## src/rtl/gene_scan_pkg.sv

```systemverilog
// rtl/gene_scan_pkg.sv - shared types, sizes and element compare for the gene scan engine (GENE_SCAN_WILDCARD_EN selects wildcard compare)
package gene_scan_pkg;

  localparam int ELEMENT_SIZE     = 4;
  localparam int CODON_MAX_LENGTH = 5;
  localparam int ELEMENT_COUNT    = 32;
  localparam int SEGMENT_SIZE     = ELEMENT_COUNT + CODON_MAX_LENGTH - 1;
  localparam int MAX_CODONS       = 6;
  localparam int MAX_COUNT        = 16;
  localparam int COUNT_W          = $clog2(MAX_COUNT + 1);
  localparam int IDX_W            = $clog2(MAX_CODONS);
  localparam int LEN_W            = $clog2(CODON_MAX_LENGTH + 1);
  localparam int POS_W            = $clog2(SEGMENT_SIZE + 1);

  typedef logic [ELEMENT_SIZE-1:0] element_t;

  // All-ones element code ('N'); only special when wildcard compare is built in
  localparam element_t WILDCARD = '1;

  typedef struct packed {
    logic [LEN_W-1:0]                  len;
    element_t [CODON_MAX_LENGTH-1:0]   elems;
  } codon_t;

  typedef enum logic [1:0] {
    S_IDLE  = 2'd0,
    S_SCAN  = 2'd1,
    S_DRAIN = 2'd2,
    S_DONE  = 2'd3
  } scan_state_e;

  // One codon element against one stream element
  function automatic logic elem_match(input element_t pat, input element_t el);
`ifdef GENE_SCAN_WILDCARD_EN
    return (pat == WILDCARD) || (pat == el);
`else
    return (pat == el);
`endif
  endfunction

endpackage

```

## src/rtl/gene_scan_engine_codon_matcher.sv

```systemverilog
// rtl/gene_scan_engine_codon_matcher.sv - compare the registered window against one codon and keep its saturating count
module codon_matcher
  import gene_scan_pkg::*;
(
  input  logic                                 clk_i,
  input  logic                                 rst_i,
  input  logic                                 clear_i,
  input  logic                                 win_vld_i,
  input  logic [POS_W-1:0]                     fill_i,
  input  element_t [CODON_MAX_LENGTH-1:0]      window_i,
  input  codon_t                               codon_i,
  output logic [COUNT_W-1:0]                   count_o
);

  logic                hit;
  logic [COUNT_W-1:0]  count_q;

  // window_i[0] is the newest element, so codon elem k lines up with window_i[len-1-k];
  // fill_i is the number of elements accepted so far, giving start = fill_i - len
  always_comb begin : p_hit
    int   len_v;
    int   start_v;
    int   j;
    logic all_v;
    hit     = 1'b0;
    len_v   = int'(codon_i.len);
    start_v = int'(fill_i) - len_v;
    all_v   = 1'b1;
    for (int k = 0; k < CODON_MAX_LENGTH; k++) begin
      j = len_v - 1 - k;
      if (k < len_v && j >= 0 && j < CODON_MAX_LENGTH) begin
        if (!elem_match(codon_i.elems[k], window_i[j])) all_v = 1'b0;
      end
    end
    if (win_vld_i && len_v >= 1 && len_v <= CODON_MAX_LENGTH &&
        start_v >= 0 && start_v < ELEMENT_COUNT) begin
      hit = all_v;
    end
  end

  // Saturating occurrence counter, cleared when a scan starts
  always_ff @(posedge clk_i or posedge rst_i) begin
    if (rst_i) begin
      count_q <= '0;
    end else if (clear_i) begin
      count_q <= '0;
    end else if (hit && count_q != COUNT_W'(MAX_COUNT)) begin
      count_q <= count_q + COUNT_W'(1);
    end
  end

  assign count_o = count_q;

endmodule

```

## src/rtl/gene_scan_engine.sv

```systemverilog
// rtl/gene_scan_engine.sv - codon occurrence counter for one gene segment: FSM, window, codon table (GENE_SCAN_WILDCARD_EN enables 'N' wildcard)
module gene_scan_engine
  import gene_scan_pkg::*;
(
  input  logic                                      clk_i,
  input  logic                                      rst_i,
  input  logic                                      start_i,
  output logic                                      busy_o,
  output logic                                      done_o,
  input  logic                                      elem_valid_i,
  output logic                                      elem_ready_o,
  input  logic [ELEMENT_SIZE-1:0]                   elem_data_i,
  input  logic                                      codon_we_i,
  input  logic [IDX_W-1:0]                          codon_idx_i,
  input  logic [LEN_W-1:0]                          codon_len_i,
  input  logic [CODON_MAX_LENGTH*ELEMENT_SIZE-1:0]  codon_data_i,
  output logic [MAX_CODONS*COUNT_W-1:0]             counts_o
);

  scan_state_e                       state_q;
  logic                              busy_q;
  logic                              done_q;
  logic                              ready_q;
  logic                              win_vld_q;
  logic [POS_W-1:0]                  pos_q;
  element_t [CODON_MAX_LENGTH-1:0]   win_q;
  codon_t [MAX_CODONS-1:0]           table_q;

  logic xfer;
  logic start_acc;

  assign xfer      = elem_valid_i & ready_q;
  assign start_acc = start_i & (state_q == S_IDLE);

  // Scan sequencing plus the element window and fill count it owns
  always_ff @(posedge clk_i or posedge rst_i) begin
    if (rst_i) begin
      state_q   <= S_IDLE;
      busy_q    <= 1'b0;
      done_q    <= 1'b0;
      ready_q   <= 1'b0;
      win_vld_q <= 1'b0;
      pos_q     <= '0;
      win_q     <= '0;
    end else begin
      done_q    <= 1'b0;
      win_vld_q <= 1'b0;
      case (state_q)
        S_IDLE: begin
          if (start_i) begin
            state_q <= S_SCAN;
            busy_q  <= 1'b1;
            ready_q <= 1'b1;
            pos_q   <= '0;
            win_q   <= '0;
          end
        end
        S_SCAN: begin
          if (xfer) begin
            win_q     <= {win_q[CODON_MAX_LENGTH-2:0], element_t'(elem_data_i)};
            pos_q     <= pos_q + POS_W'(1);
            win_vld_q <= 1'b1;
            if (pos_q == POS_W'(SEGMENT_SIZE - 1)) begin
              state_q <= S_DRAIN;
              ready_q <= 1'b0;
            end
          end
        end
        S_DRAIN: begin
          // last element's compare lands in the counters at the end of this cycle
          state_q <= S_DONE;
          done_q  <= 1'b1;
        end
        S_DONE: begin
          state_q <= S_IDLE;
          busy_q  <= 1'b0;
        end
        default: begin
          state_q <= S_IDLE;
          busy_q  <= 1'b0;
          ready_q <= 1'b0;
        end
      endcase
    end
  end

  // Codon table, writable only while idle; lengths reset to 0 so every entry starts disabled
  always_ff @(posedge clk_i or posedge rst_i) begin
    if (rst_i) begin
      table_q <= '0;
    end else if (codon_we_i && state_q == S_IDLE && codon_idx_i < IDX_W'(MAX_CODONS)) begin
      table_q[codon_idx_i] <= {codon_len_i, codon_data_i};
    end
  end

  for (genvar i = 0; i < MAX_CODONS; i++) begin : g_match
    logic [COUNT_W-1:0] count;
    codon_matcher u_match (
      .clk_i     (clk_i),
      .rst_i     (rst_i),
      .clear_i   (start_acc),
      .win_vld_i (win_vld_q),
      .fill_i    (pos_q),
      .window_i  (win_q),
      .codon_i   (table_q[i]),
      .count_o   (count)
    );
    assign counts_o[i*COUNT_W +: COUNT_W] = count;
  end

  assign busy_o       = busy_q;
  assign done_o       = done_q;
  assign elem_ready_o = ready_q;

endmodule
```

## config.mk

```make
export PLATFORM = sky130hd
export DESIGN_NAME = gene_scan_engine
export DESIGN_NICKNAME = d
export VERILOG_FILES = /design/src/rtl/gene_scan_pkg.sv /design/src/rtl/gene_scan_engine_codon_matcher.sv /design/src/rtl/gene_scan_engine.sv
export SDC_FILE = /design/constraint.sdc
export NUM_CORES = 1
export LEC_CHECK = 0
export ABC_AREA = 1
export BUFFER_PORTS_ARGS = -buffer_cell sky130_fd_sc_hd__buf_2
export CORE_ASPECT_RATIO = 0.9
export CORE_MARGIN = 1
export CORE_UTILIZATION = 55
export DETAILED_ROUTE_END_ITERATION = 8
export PLACE_DENSITY_LB_ADDON = 0.05
export SETUP_SLACK_MARGIN = 0.2
export SYNTH_ARGS = -nofsm -noshare
export SYNTH_HDL_FRONTEND = slang
export SYNTH_SLANG_ARGS = --single-unit
```

## constraint.sdc

```tcl
create_clock -name clk_i -period 7.85 [get_ports clk_i]
set_clock_uncertainty 0.2 [all_clocks]
set_input_delay 1.57 -clock clk_i [delete_from_list [all_inputs] [get_ports clk_i]]
set_output_delay 1.57 -clock clk_i [all_outputs]
set_load 0.01 [all_outputs]
```

==> metrics.log, run 1 <==
INFO  metric critical_path.max_stage_delay = approximately 1.0 ns
INFO  metric rsz0062_at_grt = no
INFO  metric worst_slew_pin_slew = roughly 1.3 ns
INFO  metric final_cells = 3428
INFO  metric detailedRoute.firstIterationViolations = between 2000 and 2500
INFO  metric async_reset_ff_frac = 1.00
INFO  metric core_area = 0.0331 mm²
INFO  metric syn_area_per_cell = just over 6 µm²
INFO  metric yosys_warnings = 0
INFO  metric placedCellCount = 3393
INFO  metric setup_slack = 2.91 ns
INFO  metric maxClockFrequency = roughly 200 MHz
INFO  metric post-place-ws = ~3 ns
INFO  metric worstSkewPairLatency = ~0.48 ns
INFO  metric rows = 63
INFO  metric design.final.nets = approximately 3200
INFO  metric drt_drc_violations_left = 0
INFO  metric worst-endpoint-required = about 8.1 ns
INFO  metric htree_num_levels = 4
INFO  metric floorplan.initialDensity = 0.562
INFO  metric hold_path.class = reg2reg
INFO  metric cts.repair_timing.setup_buffer_count = 0
INFO  metric final_util = 0.593
INFO  metric ys_seq_area_frac = 0.269
INFO  metric fill_cells = about 3200
INFO  metric totalWireLength = roughly 65 mm
INFO  metric routabilityCongestion = approximately 0.96
INFO  metric grt_start_max_net_pins = 86
INFO  metric maxSlewViolCount = 0
INFO  metric dp.final_hpwl = between 40 and 50 mm
INFO  metric critical_path.cell_chain = inv_2, ha_1, ha_1, inv_2, nor2_2, inv_1, ha_1, nor2_1, nand3b_1, nor4_1, nand2_1, nand2_1, nor2_1, nand2_1, nand3_1, nand2_1
INFO  metric max-slew-margin-rel = 0.142
INFO  metric number_of_register_bits_inferred_by_synthesis = 200
INFO  metric path_delay_family = adder cells
INFO  metric path_common_cell = nand2_1
INFO  metric buffer_ports.inserted = 67
INFO  metric drt-vias-per-instance = between 5 and 6
INFO  metric synthToLayoutAreaGrowth = 5.52%
INFO  metric synth_top_area_cell = dfrtp_1
INFO  metric path_buf_inv = 3
INFO  metric netlist.area_leader.share = 0.269
INFO  metric syn-instance-count = ~3000
INFO  metric timing_hold_violations_final = 0
INFO  metric number_of_clock_sinks_seen_by_cts = 200
INFO  metric yosys_most_used_dff = dfrtp_1
INFO  metric timing_worst_setup_path_type = reg2reg
INFO  metric critPathArrivalTime = 5.16 ns
INFO  metric post_cts_resize_count = 0
INFO  metric dieWidth = 196 µm
INFO  metric max-clock-path-buffers = 2
INFO  metric grt_first_pass_wirelength = approximately 100 mm
INFO  metric die_h = about 180 µm
INFO  metric synth.lib_cells_used.distinct = 43
INFO  metric tritoncts_clock_tree = yes
INFO  metric timing.critical_path.fanout_max = 33
INFO  metric synthTopCellsByArea = dfrtp_1, nand2_1, nand3_1, ha_1, inv_1
INFO  metric overflow = 0
INFO  metric post_cts_hold_buffer_count = 0
INFO  metric critical_path.slowest_cell = dfrtp_1
INFO  metric io_pins = 68
INFO  metric netlist_top_cells_count = nand2_1, nand3_1, inv_1, dfrtp_1, o21ai_0
INFO  metric final.period_utilization = 0.630
INFO  metric final_layout_size_suffix_gt1_frac = 0.0579
INFO  metric grt_antenna_before_repair = 3
INFO  metric detailedRoute.firstPassIterationCount = 8
INFO  metric number_of_flops_mapped_to_enable_cells_by_yosys = 0
INFO  metric yosysMostFrequentCell = nand2_1
INFO  metric setup_tns = 0 ns
INFO  metric start_kind = flip-flop
INFO  metric drv.max_cap_violation_count = 0
INFO  metric routedWlPerCell = roughly 19 µm
INFO  metric grt_overall_usage = 0.383
INFO  metric worstSetupEndpointType = flip-flop
INFO  metric synth_area = around 0.019 mm²
INFO  metric root_buffer = clkbuf_16
INFO  metric cts.reportedPaths.clkPinSlew = about 0.080 ns
INFO  metric report.final.setup_viol = 0
INFO  metric num_vias = about 20000
INFO  metric fin_crit = 4.94 ns
INFO  metric cts_inserted_buffers = 17
INFO  metric floorplan.die_area = 0.0346 mm²
INFO  metric postRouteAntennaNets = 0
INFO  metric result_of_the_run = complete, no violations
INFO  metric postSynthNetCount = 3185
INFO  metric grt_pass1_vias = around 17000
[worst reg2reg max path, cell delays in order, from the launching register on]
cell and delay, ns:
dfrtp_1 1.02, inv_2 0.51, ha_1 0.43, ha_1 0.77, inv_2 0.25, nor2_2 0.34
inv_1 0.10, ha_1 0.29, nor2_1 0.11, nand3b_1 0.11, nor4_1 0.24, nand2_1 0.08
nand2_1 0.06, nor2_1 0.04, nand2_1 0.16, nand3_1 0.09, nand2_1 0.10
[sequential cells by signal, summed over array words and instances (netlist names)]
name,cells
done_o,1
pos_q,6
elem_ready_o,1
win_vld_q,1
table_q,138
g_match.u_match.count_o,30
win_q,20
state_q,2
busy_o,1
[final timing paths]
kind / from / end / slack (ns) / cells after the start
worst min register to register: table_q[47] / table_q[47] / 0.31 / 2
worst max-delay path: table_q[112] / g_match[4].u_match.count_o[4] / 2.91 / 16
max in group asynchronous: rst_i / table_q[32] / 5.07 / 3
worst min-delay path: table_q[47] / table_q[47] / 0.31 / 2
min in group asynchronous: rst_i / g_match[4].u_match.count_o[3] / 0.92 / 2
worst max register to register: table_q[112] / g_match[4].u_match.count_o[4] / 2.91 / 16
[metrics by stage]
step | hold slack, ns | area [µm²]
2_1_floorplan | 0.266 | 18600
3_3_place_gp | 0.282 | 19000
3_5_place_dp | 0.289 | 19000
4_1_cts | 0.308 | 19600
5_1_grt | 0.329 | 19600
6_report | 0.306 | 19600
[metal layers]
| layer | share of wire | vias up | GRT usage |
|---|---|---|---|
| met2 | 0.41 | 909 | 0.570 |
| li1 | - | 9722 | - |
| met5 | 0 | - | 0 |
| met3 | 0.11 | 148 | 0.0764 |
| met4 | 0.041 | 0 | 0.153 |
| met1 | 0.43 | 9081 | 0.543 |
[placed cells by master (no fill, tap or decap), types with 9 or more instances in the layout]
cell	n
xor2_1	17
nor3_1	15
nor2_2	11
buf_4	18
nor4_1	13
a21oi_1	28
inv_2	18
nand2_2	10
nor2_4	9
nand4_1	46
nand3_1	449
dfrtp_1	200
o22ai_1	16
nand3b_1	42
o211ai_1	13
clkbuf_16	17
ha_1	151
nand2_1	1185
o21ai_0	192
inv_1	267
nor2_1	166
buf_2	67
[area by class of cell]
cell class / instances / area, µm² / share of cell area
tap: 422 / 528 / 0.0269
clock buffer: 18 / 439 / 0.0224
antenna: 3 / 7.51 / 0.000382
multi-input combinational: 2396 / 11900 / 0.606
inverter: 290 / 1100 / 0.0562
timing repair buffer: 85 / 470 / 0.0239
clock inverter: 14 / 183 / 0.00930
sequential: 200 / 5000 / 0.255
[cells by family after synthesis]
logic type      share of synthesized area
compound gates                     0.0788
xor+xnor                          0.00894
fa+ha+maj                           0.101
buf+inv                            0.0917
flops                               0.269
simple gates                        0.450
Power of run 1 is left out: the tool's default activity adds up to more than one toggle a clock period on the data nets, which glitch-free logic cannot reach.
==> run 2: changes to the inputs <==
==> constraint.sdc (replaced) <==
create_clock -name clk_i -period 4.7 [get_ports clk_i]
set_clock_uncertainty 0.2 [all_clocks]
set_input_delay 0.94 -clock clk_i [delete_from_list [all_inputs] [get_ports clk_i]]
set_output_delay 0.94 -clock clk_i [all_outputs]
set_load 0.01 [all_outputs]
==> run 2 against run 1 <==
Die area unchanged. Register-to-register slack got worse by 2.2 ns. Final cell count increased by 0.23%. Maximum frequency increased by 25%. Clock-buffer cell count unchanged. Sequential share of layout area about the same. Largest cell class unchanged.
==> metrics.log, run 2 (synthesis gave the netlist of run 1 again) <==
INFO  metric worstSetupEndpointType = flip-flop
INFO  metric num_vias = 20000 (+0.48%)
INFO  metric seq_area = 0.00500 mm² (unchanged)
INFO  metric worst-endpoint-required = 4.87 ns (-3.20 ns)
INFO  metric post_cts_resize_count = 0 (unchanged)
INFO  metric maxSlewViolCount = 0 (unchanged)
INFO  metric timing.critical_path.fanout_max = 17 (-48%)
INFO  metric cts_inserted_buffers = 17 (unchanged)
INFO  metric tritoncts_clock_tree = yes
INFO  metric floorplan.initialDensity = 0.562 (unchanged)
INFO  metric rsz0062_at_grt = no
INFO  metric path_common_cell = nand2_1
INFO  metric result_of_the_run = complete, no violations
INFO  metric totalWireLength = 65.5 mm (+0.51%)
INFO  metric die_h = 177 µm (unchanged)
INFO  metric fill_cells = 3282 (+1.6%)
INFO  metric largest_reg_flops = 138 (unchanged)
INFO  metric rows = 63 (unchanged)
INFO  metric final_layout_size_suffix_gt1_frac = 0.0607 (+0.00279)
INFO  metric max-slew-margin-rel = 0.102 (-0.0398)
INFO  metric drt_drc_violations_left = 0 (unchanged)
INFO  metric grt_pass1_vias = 17500 (+0.42%)
INFO  metric registers.top_by_ff_count = table_q
INFO  metric multi_input_combinational_cell_area = 0.0119 mm² (unchanged)
INFO  metric max-clock-path-buffers = 2 (unchanged)
INFO  metric post_cts_hold_buffer_count = 0 (unchanged)
INFO  metric critical_path.max_stage_delay = 0.64 ns (-0.38 ns)
INFO  metric cts.reportedPaths.clkPinSlew = 0.08 ns (about the same)
INFO  metric worst_slew_pin_slew = 1.34 ns (+0.0594 ns)
INFO  metric start_kind = flip-flop
INFO  metric buffer_ports.inserted = 67 (unchanged)
INFO  metric grt_start_max_net_pins = 107 (+24%)
INFO  metric core_area = 0.0331 mm² (unchanged)
INFO  metric worstSkewPairLatency = 0.49 ns (about the same)
INFO  metric critical_path.slowest_cell = ha_1
INFO  metric final_cell_mix = nand2_1, nand3_1, inv_1, dfrtp_1, o21ai_0
INFO  metric detailedRoute.firstIterationViolations = 2181 (-12%)
INFO  metric maxClockFrequency = 252 MHz (+25%)
INFO  metric timing_hold_violations_final = 0 (unchanged)
INFO  metric postRouteAntennaNets = 0 (unchanged)
INFO  metric hold_slack = 0.306 ns (-0.0000780 ns)
INFO  metric drt-vias-per-instance = 5.81 (+0.24%)
INFO  metric grt_first_pass_wirelength = 99.4 mm (-0.55%)
INFO  metric routedWlPerCell = 19.1 µm (+0.28%)
INFO  metric number_of_clock_sinks_seen_by_cts = 200 (unchanged)
INFO  metric htree_num_levels = 4 (unchanged)
INFO  metric root_buffer = clkbuf_16
INFO  metric post-place-ws = 0.788 ns (-2.23 ns)
INFO  metric detailedRoute.firstPassIterationCount = 5 (-3)
INFO  metric io_pins = 68 (unchanged)
INFO  metric grt_antenna_before_repair = 0 (-3)
INFO  metric synthToLayoutAreaGrowth = 5.67%
INFO  metric setup_slack = 0.731 ns (-2.18 ns)
INFO  metric dieWidth = 196 µm (unchanged)
INFO  metric timing_worst_setup_path_type = reg2reg
INFO  metric critPathArrivalTime = 4.14 ns (-1.02 ns)
INFO  metric floorplan.die_area = 0.0346 mm² (unchanged)
INFO  metric hold_path.class = reg2reg
INFO  metric grt_overall_usage = 0.382 (-0.00157)
INFO  metric commonest_non_fill_non_tap_cell_in_the_layout = nand2_1
INFO  metric drv.max_cap_violation_count = 0 (unchanged)
INFO  metric final.period_utilization = 0.845 (+0.215)
INFO  metric design.final.nets = 3186 (+0.31%)
INFO  metric report.final.setup_viol = 0 (unchanged)
INFO  metric cts.repair_timing.setup_buffer_count = 0 (unchanged)
INFO  metric critical_path.cell_chain = inv_1, ha_1, ha_1, inv_1, ha_1, nor3_2, inv_2, o211ai_1, nand2_1, nor2_1, nand2_1, nand2_1, nand2_1, inv_2, nand2_2, nand3_1, nand2_1
INFO  metric overflow = 0 (unchanged)
INFO  metric setup_tns = 0 ns (unchanged)
INFO  metric routabilityCongestion = 0.947 (-1.4%)
INFO  metric dp.final_hpwl = 44.7 mm (+1.2%)
INFO  metric fin_crit = 3.97 ns (-0.973 ns)
INFO  metric final_util = 0.594 (+0.000869)
run 2: cell types whose count changed in the layout (fill, tap and decap cells not counted):
cell,change
buf_12,+2
buf_4,+8
bufinv_16,-3
clkbuf_1,+1
clkbuf_8,-1
clkinv_4,+2
clkinv_8,+1
diode_2,-2
run 2: cell type report:
| cell class | instances | share of cell area |
|---|---|---|
| clock inverter | 14 | 0.00661 |
| inverter | 290 | 0.0559 |
| multi-input combinational | 2396 | 0.605 |
| tap | 422 | 0.0268 |
| timing repair buffer | 95 | 0.0290 |
| clock buffer | 18 | 0.0218 |
| antenna | 1 | 0.000127 |
| sequential | 200 | 0.254 |
run 2: critical path: cells and delay by family, from the launching register on:
family / cells / cell delay [ns]
and+or+nand+nor: 9 / 0.96
adders and majority gates: 3 / 1.36
buffers and inverters: 4 / 0.71
DFF: 1 / 0.44
AOI/OAI and AO/OA: 1 / 0.17
run 2: routing by layer:
metal | up-vias | global-route usage | wire length [µm]
li1 | 9728 | - | -
met1 | 9229 | 0.536 | 28500
met2 | 851 | 0.576 | 27500
met3 | 147 | 0.0619 | 6450
met4 | 0 | 0.171 | 3070
met5 | - | 0 | 0
run 2: final timing paths:
| check | start | to | slack [ns] | cells after the start |
|---|---|---|---|---|
| setup / recovery | table_q[136] | g_match[5].u_match.count_o[3] | 0.73 | 17 |
| min in group asynchronous | rst_i | table_q[134] | 0.36 | 2 |
| setup reg to reg | table_q[136] | g_match[5].u_match.count_o[3] | 0.73 | 17 |
| max in group asynchronous | rst_i | g_match[1].u_match.count_o[4] | 2.89 | 3 |
| hold reg to reg | table_q[99] | table_q[99] | 0.31 | 2 |
| hold / removal | table_q[99] | table_q[99] | 0.31 | 2 |
run 2: stage by stage:
stage / std cells / instance area, µm²
finish: 3436 / 19700
global route: 3435 / 19700
CTS: 3435 / 19700
detailed placement: 3403 / 19100
global placement: 3403 / 19100
floorplan: 2999 / 18600
Power of run 2 is left out for the same reason.
